### config.mk
export PLATFORM = sky130hd
export DESIGN_NAME = alarm_controller
export DESIGN_NICKNAME = d
export VERILOG_FILES = /design/src/rtl/alarm_pkg.sv /design/src/rtl/alarm_controller_sec_down_timer.sv /design/src/rtl/alarm_controller.sv
export SDC_FILE = /design/constraint.sdc
export NUM_CORES = 1
export LEC_CHECK = 0
export ABC_AREA = 1
export CAP_MARGIN = 40
export CORE_UTILIZATION = 45
export CTS_BUF_LIST = sky130_fd_sc_hd__clkbuf_8
export DETAILED_ROUTE_END_ITERATION = 8
export GPL_TIMING_DRIVEN = 0
export HOLD_SLACK_MARGIN = 0.08
export PLACE_DENSITY = 0.85
export SLEW_MARGIN = 30
export SYNTH_ARGS = -nofsm -noshare
export SYNTH_HDL_FRONTEND = slang
export SYNTH_SLANG_ARGS = --single-unit
### constraint.sdc
create_clock -name clk -period 2.56 [get_ports clk]
set_clock_uncertainty 0.2 [all_clocks]
set_input_delay 0.256 -clock clk [delete_from_list [all_inputs] [get_ports clk]]
set_output_delay 0.256 -clock clk [all_outputs]
set_load 0.01 [all_outputs]
### src/rtl/alarm_pkg.sv
// Shared state encoding and field widths for the alarm controller and its helpers.
package alarm_pkg;

    localparam int unsigned HR_W   = 5;
    localparam int unsigned MIN_W  = 6;
    localparam int unsigned SEC_W  = 6;
    localparam int unsigned SNZ_W  = 9;
    localparam int unsigned RCNT_W = 8;
    localparam int unsigned USED_W = 3;

    typedef enum logic [1:0] {
        StIdle    = 2'd0,
        StArmed   = 2'd1,
        StRinging = 2'd2,
        StSnooze  = 2'd3
    } state_e;

endpackage

### src/rtl/alarm_controller_sec_down_timer.sv
// Loadable seconds down-counter; expire flags the tick that takes the count from 1 to 0.
module sec_down_timer #(
    parameter int unsigned W = 9
) (
    input  logic         clk,
    input  logic         reset,
    input  logic         clear,
    input  logic         load,
    input  logic [W-1:0] load_val,
    input  logic         tick,
    output logic [W-1:0] count,
    output logic         expire
);

    always_ff @(posedge clk or posedge reset) begin
        if (reset) begin
            count <= '0;
        end else if (clear) begin
            count <= '0;
        end else if (load) begin
            count <= load_val;
        end else if (tick && (count != '0)) begin
            count <= count - W'(1);
        end
    end

    // Combinational so the owner can change state on the same edge the count hits zero.
    assign expire = tick && (count == W'(1));

endmodule

### src/rtl/alarm_controller.sv
// Alarm FSM: compares time of day against the alarm setting, rings, snoozes and times out.
module alarm_controller
    import alarm_pkg::*;
#(
    parameter int unsigned SNOOZE_S       = 300,
    parameter int unsigned RING_TIMEOUT_S = 60,
    parameter int unsigned MAX_SNOOZE     = 3
) (
    input  logic             clk,
    input  logic             reset,
    input  logic             tick_1hz,
    input  logic [HR_W-1:0]  cur_hr,
    input  logic [MIN_W-1:0] cur_min,
    input  logic [SEC_W-1:0] cur_sec,
    input  logic [HR_W-1:0]  alarm_hr,
    input  logic [MIN_W-1:0] alarm_min,
    input  logic             alarm_en,
    input  logic             snooze_btn,
    input  logic             stop_btn,
    output logic             ring,
    output logic             snoozing,
    output logic [1:0]       state_o,
    output logic [SNZ_W-1:0] snooze_left
);

    localparam logic [SNZ_W-1:0]  SnoozeLoad = SNZ_W'(SNOOZE_S);
    localparam logic [RCNT_W-1:0] RingLast   = RCNT_W'(RING_TIMEOUT_S - 1);
    localparam logic [USED_W-1:0] MaxUsed    = USED_W'(MAX_SNOOZE);

    state_e              state_q, state_d;
    logic [RCNT_W-1:0]   ring_cnt_q, ring_cnt_d;
    logic [USED_W-1:0]   used_q, used_d;
    logic                match, match_d, trigger;
    logic                snz_load, snz_clear, snz_tick, snz_expire;

    assign match   = (cur_hr == alarm_hr) && (cur_min == alarm_min) && (cur_sec == '0);
    assign trigger = match && !match_d;
    assign snz_tick = tick_1hz && (state_q == StSnooze);

    always_comb begin
        state_d    = state_q;
        ring_cnt_d = ring_cnt_q;
        used_d     = used_q;
        snz_load   = 1'b0;
        snz_clear  = 1'b0;
        if (!alarm_en) begin
            state_d    = StIdle;
            ring_cnt_d = '0;
            used_d     = '0;
            snz_clear  = 1'b1;
        end else begin
            case (state_q)
                StIdle: state_d = StArmed;
                StArmed: begin
                    if (trigger) begin
                        state_d    = StRinging;
                        ring_cnt_d = '0;
                    end
                end
                StRinging: begin
                    // A refused snooze falls through so the timeout keeps running.
                    if (stop_btn) begin
                        state_d = StArmed;
                        used_d  = '0;
                    end else if (snooze_btn && (used_q < MaxUsed)) begin
                        state_d  = StSnooze;
                        snz_load = 1'b1;
                        used_d   = used_q + USED_W'(1);
                    end else if (tick_1hz) begin
                        if (ring_cnt_q == RingLast) begin
                            state_d = StArmed;
                            used_d  = '0;
                        end else begin
                            ring_cnt_d = ring_cnt_q + RCNT_W'(1);
                        end
                    end
                end
                StSnooze: begin
                    if (stop_btn) begin
                        state_d   = StArmed;
                        used_d    = '0;
                        snz_clear = 1'b1;
                    end else if (snz_expire) begin
                        state_d    = StRinging;
                        ring_cnt_d = '0;
                    end
                end
                default: state_d = StIdle;
            endcase
        end
    end

    always_ff @(posedge clk or posedge reset) begin
        if (reset) begin
            state_q    <= StIdle;
            ring_cnt_q <= '0;
            used_q     <= '0;
            match_d    <= 1'b0;
            ring       <= 1'b0;
            snoozing   <= 1'b0;
        end else begin
            state_q    <= state_d;
            ring_cnt_q <= ring_cnt_d;
            used_q     <= used_d;
            match_d    <= match;
            ring       <= (state_d == StRinging);
            snoozing   <= (state_d == StSnooze);
        end
    end

    assign state_o = state_q;

    sec_down_timer #(
        .W (SNZ_W)
    ) u_snooze_timer (
        .clk      (clk),
        .reset    (reset),
        .clear    (snz_clear),
        .load     (snz_load),
        .load_val (SnoozeLoad),
        .tick     (snz_tick),
        .count    (snooze_left),
        .expire   (snz_expire)
    );

endmodule
==> results of run 1 <==
[flip-flops by register name (all words and copies together) (netlist names)]
| register | count |
|---|---|
| used_q | 3 |
| snoozing | 1 |
| u_snooze_timer.count | 9 |
| state_o | 2 |
| ring_cnt_q | 8 |
| ring | 1 |
| match_d | 1 |
[metal layers]
metal / GRT usage / vias up / share of wire
met5: 0 / - / 0
met4: 0.05053 / 0 / 0.011
met3: 0.04223 / 6 / 0.042
met2: 0.3416 / 47 / 0.50
met1: 0.2366 / 845 / 0.45
li1: - / 1011 / -
[cells in the final DEF, fill, tap and decap left out, drive strengths merged]
cell type and count:
nand3 24, dfrtp 25, o31ai 1, nor4 3, or2 3, dlygate4sd3 1, nand2 96, buf 2
xor2 2, inv 54, o221ai 1, clkdlybuf4s50 45, a211oi 1, and3 2, nand4 5, a21oi 11
nor2 34, xnor2 1, o21ai 13, ha 9, nor3 2, clkbuf 3, o22ai 2
[kinds of logic after synthesis]
family | Yosys count
simple gates | 169
compound gates | 29
xor+xnor | 3
fa+ha+maj | 9
flops | 25
buf+inv | 54
[area by class of cell]
cell class              instances  area (sq um)  area share
repair buffers                 47         475.5      0.1888
multi-input cells             210          1100      0.4367
well taps                      50         62.56     0.02484
inverters                      53         198.9     0.07899
clock buffers                   3         41.29     0.01639
flip-flops and latches         25         625.6      0.2484
plain buffers                   1         11.26    0.004471
clock inverters                 1         3.754    0.001490
[per-stage QoR]
stage | util | total power [mW] | cell area [sq um]
floorplan | - | 0.5607 | 1936
global placement | 0.6035 | 0.6561 | 2449
detailed placement | 0.6072 | 0.6660 | 2464
CTS | 0.6207 | 0.8963 | 2519
global route | 0.6207 | 0.9498 | 2519
finish | 0.6207 | 0.8941 | 2519
[worst min-delay path by stage]
| stage | from | end | slack [ps] | depth (start not counted) |
|---|---|---|---|---|
| final | reset | u_snooze_timer.count[5] | 110 | 2 |
| after global routing | reset | u_snooze_timer.count[5] | 160 | 2 |
| after CTS | reset | u_snooze_timer.count[5] | 140 | 2 |
| after detailed placement | used_q[2] | used_q[2] | 290 | 2 |
| after global placement | used_q[2] | used_q[2] | 270 | 2 |
| after floorplan | reset | match_d | 80 | 1 |
[worst max-delay path, cell delays in order (launching register included)]
cell and delay [ps]:
sky130_fd_sc_hd__dfrtp_1 460, sky130_fd_sc_hd__inv_1 100, sky130_fd_sc_hd__ha_1 290, sky130_fd_sc_hd__inv_2 120, sky130_fd_sc_hd__nand2_4 60, sky130_fd_sc_hd__and3_4 150, sky130_fd_sc_hd__a211oi_4 460, sky130_fd_sc_hd__nand2_4 150
sky130_fd_sc_hd__nand2_1 100, sky130_fd_sc_hd__nand2_1 60
[timing repair]
| action | in CTS | in global routing |
|---|---|---|
| hold endpoints to repair | 4 | 0 |
| setup endpoints to repair | 0 | 0 |
| hold buffers | 1 | 0 |
[power by group]
part	total (mW)	switching [mW]	internal, mW
Sequential	0.423	0.0160	0.407
Combinational	0.236	0.120	0.116
Clock	0.235	0.128	0.107
Total	0.894	0.263	0.631
==> reports/summary.log, run 1 <==
[logic_synthesis] register area share after synthesis 0.3232
[power_and_ir_drop] P_leak 1.264 nW
[logic_synthesis] simple-gate area share of the yosys netlist 0.3975
[timing] unrepaired setup endpoints after global routing false
[detailed_routing] DRT iter0 DRCs 103
[final_layout] number of filler instances in the final layout 360
[critical_path] Worst setup SP type flop
[critical_path] crit path capture ring_cnt_q[7]
[logic_synthesis] number of storage elements in the synthesis netlist 25
[floorplanning] Die Y-Extent 67.59 um
[detailed_routing] post-detailed-route via-to-cell ratio 4.895
[logic_synthesis] fraction of registers with async set or reset after synthesis 1.000
[clocking] number of setup buffers added after CTS 0
[critical_path] WP data arrival 2220 ps
[logic_synthesis] Synthesis Warnings 0
[grt] via count of the first global-routing pass 1681
[timing] Fmax 0.4430 GHz
[timing] final worst hold slack 106.5 ps
[critical_path] Crit Reg-Reg Endpoint ring_cnt_q[7]
[timing] hold violation total from the final report 0
[detailed_routing] drt first pass iters 5
[timing] Slew @ Worst Pin 694.2 ps
[logic_synthesis] ranking of synthesized cells by instance count sky130_fd_sc_hd__nand2_1, sky130_fd_sc_hd__inv_1, sky130_fd_sc_hd__nor2_1
[critical_path] R2R setup slack 300 ps
[critical_path] crit path from state_o[0]
[logic_synthesis] area fraction of the dominant cell type after synthesis 0.3232
[final_layout] non-filler cells, final 390
[grt] gr usage total 0.1944
[clocking] clock tree from TritonCTS built
[logic_synthesis] compound-cell area share of the yosys netlist 0.09890
[run] maximum capacitance violations 0
[timing] final critical delay including setup and external delays 2257 ps
[timing] setup ws final 302.6 ps
[place] final HPWL from detailed placement 3.227 mm
[floorplanning] # rows 23
[grt] largest net degree at the start of global routing 14
[place] number of cells after detailed placement 385
[logic_synthesis] Adder-Cell Fraction of Synth Area 0.05818
[clocking] CTS-repair resized insts 0
[detailed_routing] final routed DRC violation total 0
[critical_path] RR Startpoint state_o[0]
[power_and_ir_drop] power density of the placed cells 355.0 nW/um^2
[min_path] path class of the lowest-slack min-delay path in2async
[clocking] clock buffer depth 2
[final_layout] total inserted antenna cells 0
[detailed_routing] post-detailed-route count of antenna-violating nets 0
[logic_synthesis] Yosys top cell by area sky130_fd_sc_hd__dfrtp_1
[logic_synthesis] summed instance area of the synthesized netlist 1936 sq um
[run_status] result of the run completed
[critical_path] nature of the critical path endpoint flop
[place] routability congestion estimate from global placement 0.8607
[place] IO buf count 45
[final_layout] area delta synth->final 30.12%
[logic_synthesis] Area contributors post-synth sky130_fd_sc_hd__dfrtp_1, sky130_fd_sc_hd__nand2_1, sky130_fd_sc_hd__inv_1, sky130_fd_sc_hd__ha_1, sky130_fd_sc_hd__nor2_1
[clocking] clock root buffer sky130_fd_sc_hd__clkbuf_8
[final_layout] proportion of layout cells with a drive suffix above 1 0.08529
[floorplanning] count of pins on the block boundary 47
[timing] accumulated negative setup slack 0 ps
[floorplanning] initial cell density of the core 0.4770
[logic_synthesis] Post-synth EDFFs 0
[timing] Period Utilization, post-route 0.8818
[timing] final-report setup violation count 0
[grt] antenna violations before repair 0
[logic_synthesis] multiplexer area fraction after synthesis 0
[clocking] clock-pin slew of the registers on the worst-case setup and hold paths 90 ps
[clocking] worst skew pair latency 270 ps
[critical_path] R2R depth 9
[timing] pins over their slew limit 0
[logic_synthesis] Post-Synthesis Net Count 332
[critical_path] critical path required time 2520 ps
[logic_synthesis] post-synthesis xor/xnor area fraction 0.01357
[detailed_routing] per-cell routed wire length 10.42 um
[logic_synthesis] distinct cell type count after synthesis 30
[clocking] number of buffers inserted during clock tree synthesis 3
[logic_synthesis] syn avg cell area 6.698 sq um
[critical_path] worst-path fanout max 9
[place] worst slack, placed 359.5 ps
[critical_path] type of the worst setup path reg2reg
[timing] worst-case headroom to the max-slew limit 0.5329
[clocking] number of H-tree levels 1
[logic_synthesis] synthesized instance count 289
[grt] wire length of the first global-routing pass 6.844 mm
[clocking] Clock Sink Count 25
[logic_synthesis] most common cell in the synthesized netlist sky130_fd_sc_hd__nand2_1
[floorplanning] Die X-Extent 67.59 um
[floorplanning] core footprint 4058 sq um
[logic_synthesis] largest family of logic cells by synthesized area simple AND/OR/NAND/NOR gates
[final_layout] Post-layout nets 384
[floorplanning] area of the die 4568 sq um
[power_and_ir_drop] worst ir drop on vdd 0.3181 mV
[grt] overall overflow remaining after global route 0
[logic_synthesis] Main synth FF type sky130_fd_sc_hd__dfrtp_1
[detailed_routing] via count of the routed design 1909
[detailed_routing] total length of routed wires 4.064 mm
Note: power is estimated with default switching activity, not from simulation.
==> run 2: changes to the inputs <==
==> constraint.sdc (replaced) <==
create_clock -name clk -period 2.88 [get_ports clk]
set_clock_uncertainty 0.2 [all_clocks]
set_input_delay 0.288 -clock clk [delete_from_list [all_inputs] [get_ports clk]]
set_output_delay 0.288 -clock clk [all_outputs]
set_load 0.01 [all_outputs]
==> run 2 against run 1 <==
Compared with the run above: sequential power shrank 11%; combinational power decreased by 12%; sequential share of layout area rose by 0.099 points; first-iteration DRC count rose by 25%; count of clock-buffer cells in the layout stayed put; critical path type unchanged.
==> reports/summary.log, run 2 (synthesis gave the netlist of run 1 again) <==
[run_status] result of the run completed [unchanged]
[final_layout] Post-layout nets 383 [was 384]
[clocking] clock-pin slew of the registers on the worst-case setup and hold paths 80 ps [was 90 ps]
[final_layout] Top Registers u_snooze_timer.count (9), ring_cnt_q (8), used_q (3) [unchanged]
[critical_path] WP data arrival 2220 ps [about the same]
[final_layout] area used by multi-input combinational logic 1100 sq um [unchanged]
[final_layout] leading cell type in the layout, fill and taps excluded sky130_fd_sc_hd__nand2_1 [unchanged]
[grt] largest net degree at the start of global routing 14 [unchanged]
[clocking] worst skew pair latency 270 ps [about the same]
[clocking] number of buffers inserted during clock tree synthesis 3 [unchanged]
[grt] overall overflow remaining after global route 0 [unchanged]
[clocking] CTS-repair resized insts 0 [unchanged]
[final_layout] Top reg by flops u_snooze_timer.count [unchanged]
[timing] final critical delay including setup and external delays 2258 ps [was 2257 ps]
[critical_path] R2R depth 9 [unchanged]
[final_layout] total inserted antenna cells 0 [unchanged]
[critical_path] nature of the critical path endpoint flop [unchanged]
[critical_path] Crit Reg-Reg Endpoint ring_cnt_q[7] [unchanged]
[grt] antenna violations before repair 0 [unchanged]
[critical_path] critical path required time 2840 ps [was 2520 ps]
[run] maximum capacitance violations 0 [unchanged]
[detailed_routing] post-detailed-route via-to-cell ratio 4.920 [was 4.895]
[place] final HPWL from detailed placement 3.227 mm [unchanged]
[final_layout] non-filler cells, final 389 [was 390]
[min_path] worst-case hold path end point snoozing
[detailed_routing] post-detailed-route count of antenna-violating nets 0 [unchanged]
[place] number of cells after detailed placement 385 [unchanged]
[floorplanning] Die X-Extent 67.59 um [unchanged]
[timing] setup ws final 621.7 ps [was 302.6 ps]
[floorplanning] core footprint 4058 sq um [unchanged]
[grt] global routing met2 resource utilization 0.3403 [was 0.3416]
[final_layout] sequential cell area 625.6 sq um [unchanged]
[place] IO buf count 45 [unchanged]
[critical_path] Worst setup SP type flop [unchanged]
[power_and_ir_drop] worst ir drop on vdd 0.2784 mV [was 0.3181 mV]
[grt] met1 demand-to-capacity share in global routing 0.2366 [unchanged]
[clocking] Hold Buf Count CTS 0 [was 1]
[final_layout] proportion of layout cells with a drive suffix above 1 0.08555 [was 0.08529]
[floorplanning] area of the die 4568 sq um [unchanged]
[detailed_routing] DRT iter0 DRCs 129 [was 103]
[timing] unrepaired setup endpoints after global routing false [unchanged]
[detailed_routing] per-cell routed wire length 10.40 um [was 10.42 um]
[place] placed inst area 2464 sq um [unchanged]
[grt] wire length of the first global-routing pass 6.831 mm [was 6.844 mm]
[grt] GR Util met3 0.04223 [unchanged]
[critical_path] RR Startpoint state_o[0] [unchanged]
[timing] hold violation total from the final report 0 [unchanged]
[timing] pins over their slew limit 0 [unchanged]
[critical_path] R2R setup slack 620 ps [was 300 ps]
[timing] final-report setup violation count 0 [unchanged]
[place] routability congestion estimate from global placement 0.8607 [unchanged]
[final_layout] highest-count cells in the layout ignoring fill and taps sky130_fd_sc_hd__nand2_1, sky130_fd_sc_hd__inv_1, sky130_fd_sc_hd__clkdlybuf4s50_1 [unchanged]
[timing] accumulated negative setup slack 0 ps [unchanged]
[final_layout] area delta synth->final 29.61% [was 30.12%]
[floorplanning] initial cell density of the core 0.4770 [unchanged]
[grt] via count of the first global-routing pass 1675 [was 1681]
[min_path] path class of the lowest-slack min-delay path in2reg [was in2async]
[clocking] clock buffer depth 2 [unchanged]
[timing] Period Utilization, post-route 0.7841 [was 0.8818]
[final_layout] number of flip-flops under the largest register name 9 [unchanged]
[timing] Fmax 0.4428 GHz [was 0.4430 GHz]
[timing] Slew @ Worst Pin 717.7 ps [was 694.2 ps]
[final_layout] final core area utilization 0.6183 [was 0.6207]
[detailed_routing] via count of the routed design 1914 [was 1909]
[final_layout] Final Instance Area 2509 sq um [was 2519 sq um]
[grt] GR peak layer met2 [unchanged]
[floorplanning] # rows 23 [unchanged]
[detailed_routing] drt first pass iters 4 [was 5]
[floorplanning] count of pins on the block boundary 47 [unchanged]
[clocking] clock root buffer sky130_fd_sc_hd__clkbuf_8 [unchanged]
[power_and_ir_drop] P_leak 1.260 nW [was 1.264 nW]
[clocking] number of setup buffers added after CTS 0 [unchanged]
[min_path] hold path start alarm_en
[clocking] clock tree from TritonCTS built [unchanged]
[critical_path] worst-path fanout max 9 [unchanged]
[detailed_routing] final routed DRC violation total 0 [unchanged]
[timing] final worst hold slack 94.01 ps [was 106.5 ps]
[power_and_ir_drop] total power after layout 0.7936 mW [was 0.8941 mW]
[final_layout] number of filler instances in the final layout 361 [was 360]
[grt] gr usage total 0.1941 [was 0.1944]
[min_path] Hold Crit Depth 3
[timing] worst-case headroom to the max-slew limit 0.5172 [was 0.5329]
[floorplanning] Die Y-Extent 67.59 um [unchanged]
[clocking] number of H-tree levels 1 [unchanged]
[detailed_routing] total length of routed wires 4.045 mm [was 4.064 mm]
[place] worst slack, placed 661.5 ps [was 359.5 ps]
[power_and_ir_drop] power density of the placed cells 316.3 nW/um^2 [was 355.0 nW/um^2]
[critical_path] type of the worst setup path reg2reg [unchanged]
[clocking] Clock Sink Count 25 [unchanged]
==> run 2: worst max path at each step <==
| stage | startpoint | to | slack (ps) |
|---|---|---|---|
| 6_report | state_o[0] | ring_cnt_q[7] | 620 |
| 5_1_grt | state_o[0] | u_snooze_timer.count[5] | 520 |
| 4_1_cts | state_o[0] | ring_cnt_q[7] | 630 |
| 3_5_place_dp | snooze_btn | u_snooze_timer.count[5] | 660 |
| 3_3_place_gp | snooze_btn | u_snooze_timer.count[8] | 720 |
| 2_1_floorplan | state_o[0] | ring_cnt_q[2] | 880 |
==> run 2: report_power, final <==
part	switching [mW]	total [mW]	internal [mW]	leakage, nW
combinational	0.106	0.208	0.102	0.890
sequential	0.0142	0.376	0.362	0.343
clock	0.114	0.209	0.0955	0.0269
total	0.234	0.794	0.560	1.26
==> run 2: layout make-up <==
| cell class | count | share of cell area |
|---|---|---|
| plain buffers | 1 | 0.004489 |
| clock buffers | 3 | 0.01646 |
| clock inverters | 1 | 0.001496 |
| inverters | 53 | 0.07930 |
| multi-input cells | 210 | 0.4384 |
| flip-flops and latches | 25 | 0.2494 |
| well taps | 50 | 0.02494 |
| repair buffers | 46 | 0.1855 |
==> run 2: worst max-delay path: stages, from the launching register on <==
cell and delay, ps:
sky130_fd_sc_hd__dfrtp_1 460, sky130_fd_sc_hd__inv_1 100, sky130_fd_sc_hd__ha_1 290, sky130_fd_sc_hd__inv_2 120
sky130_fd_sc_hd__nand2_4 70, sky130_fd_sc_hd__and3_4 150, sky130_fd_sc_hd__a211oi_4 460, sky130_fd_sc_hd__nand2_4 140
sky130_fd_sc_hd__nand2_1 100, sky130_fd_sc_hd__nand2_1 60
==> run 2: routing by layer <==
layer,part of all wire,vias up
met4,0.0062,0
met3,0.046,4
met5,0,-
met1,0.45,846
li1,-,1009
met2,0.50,55
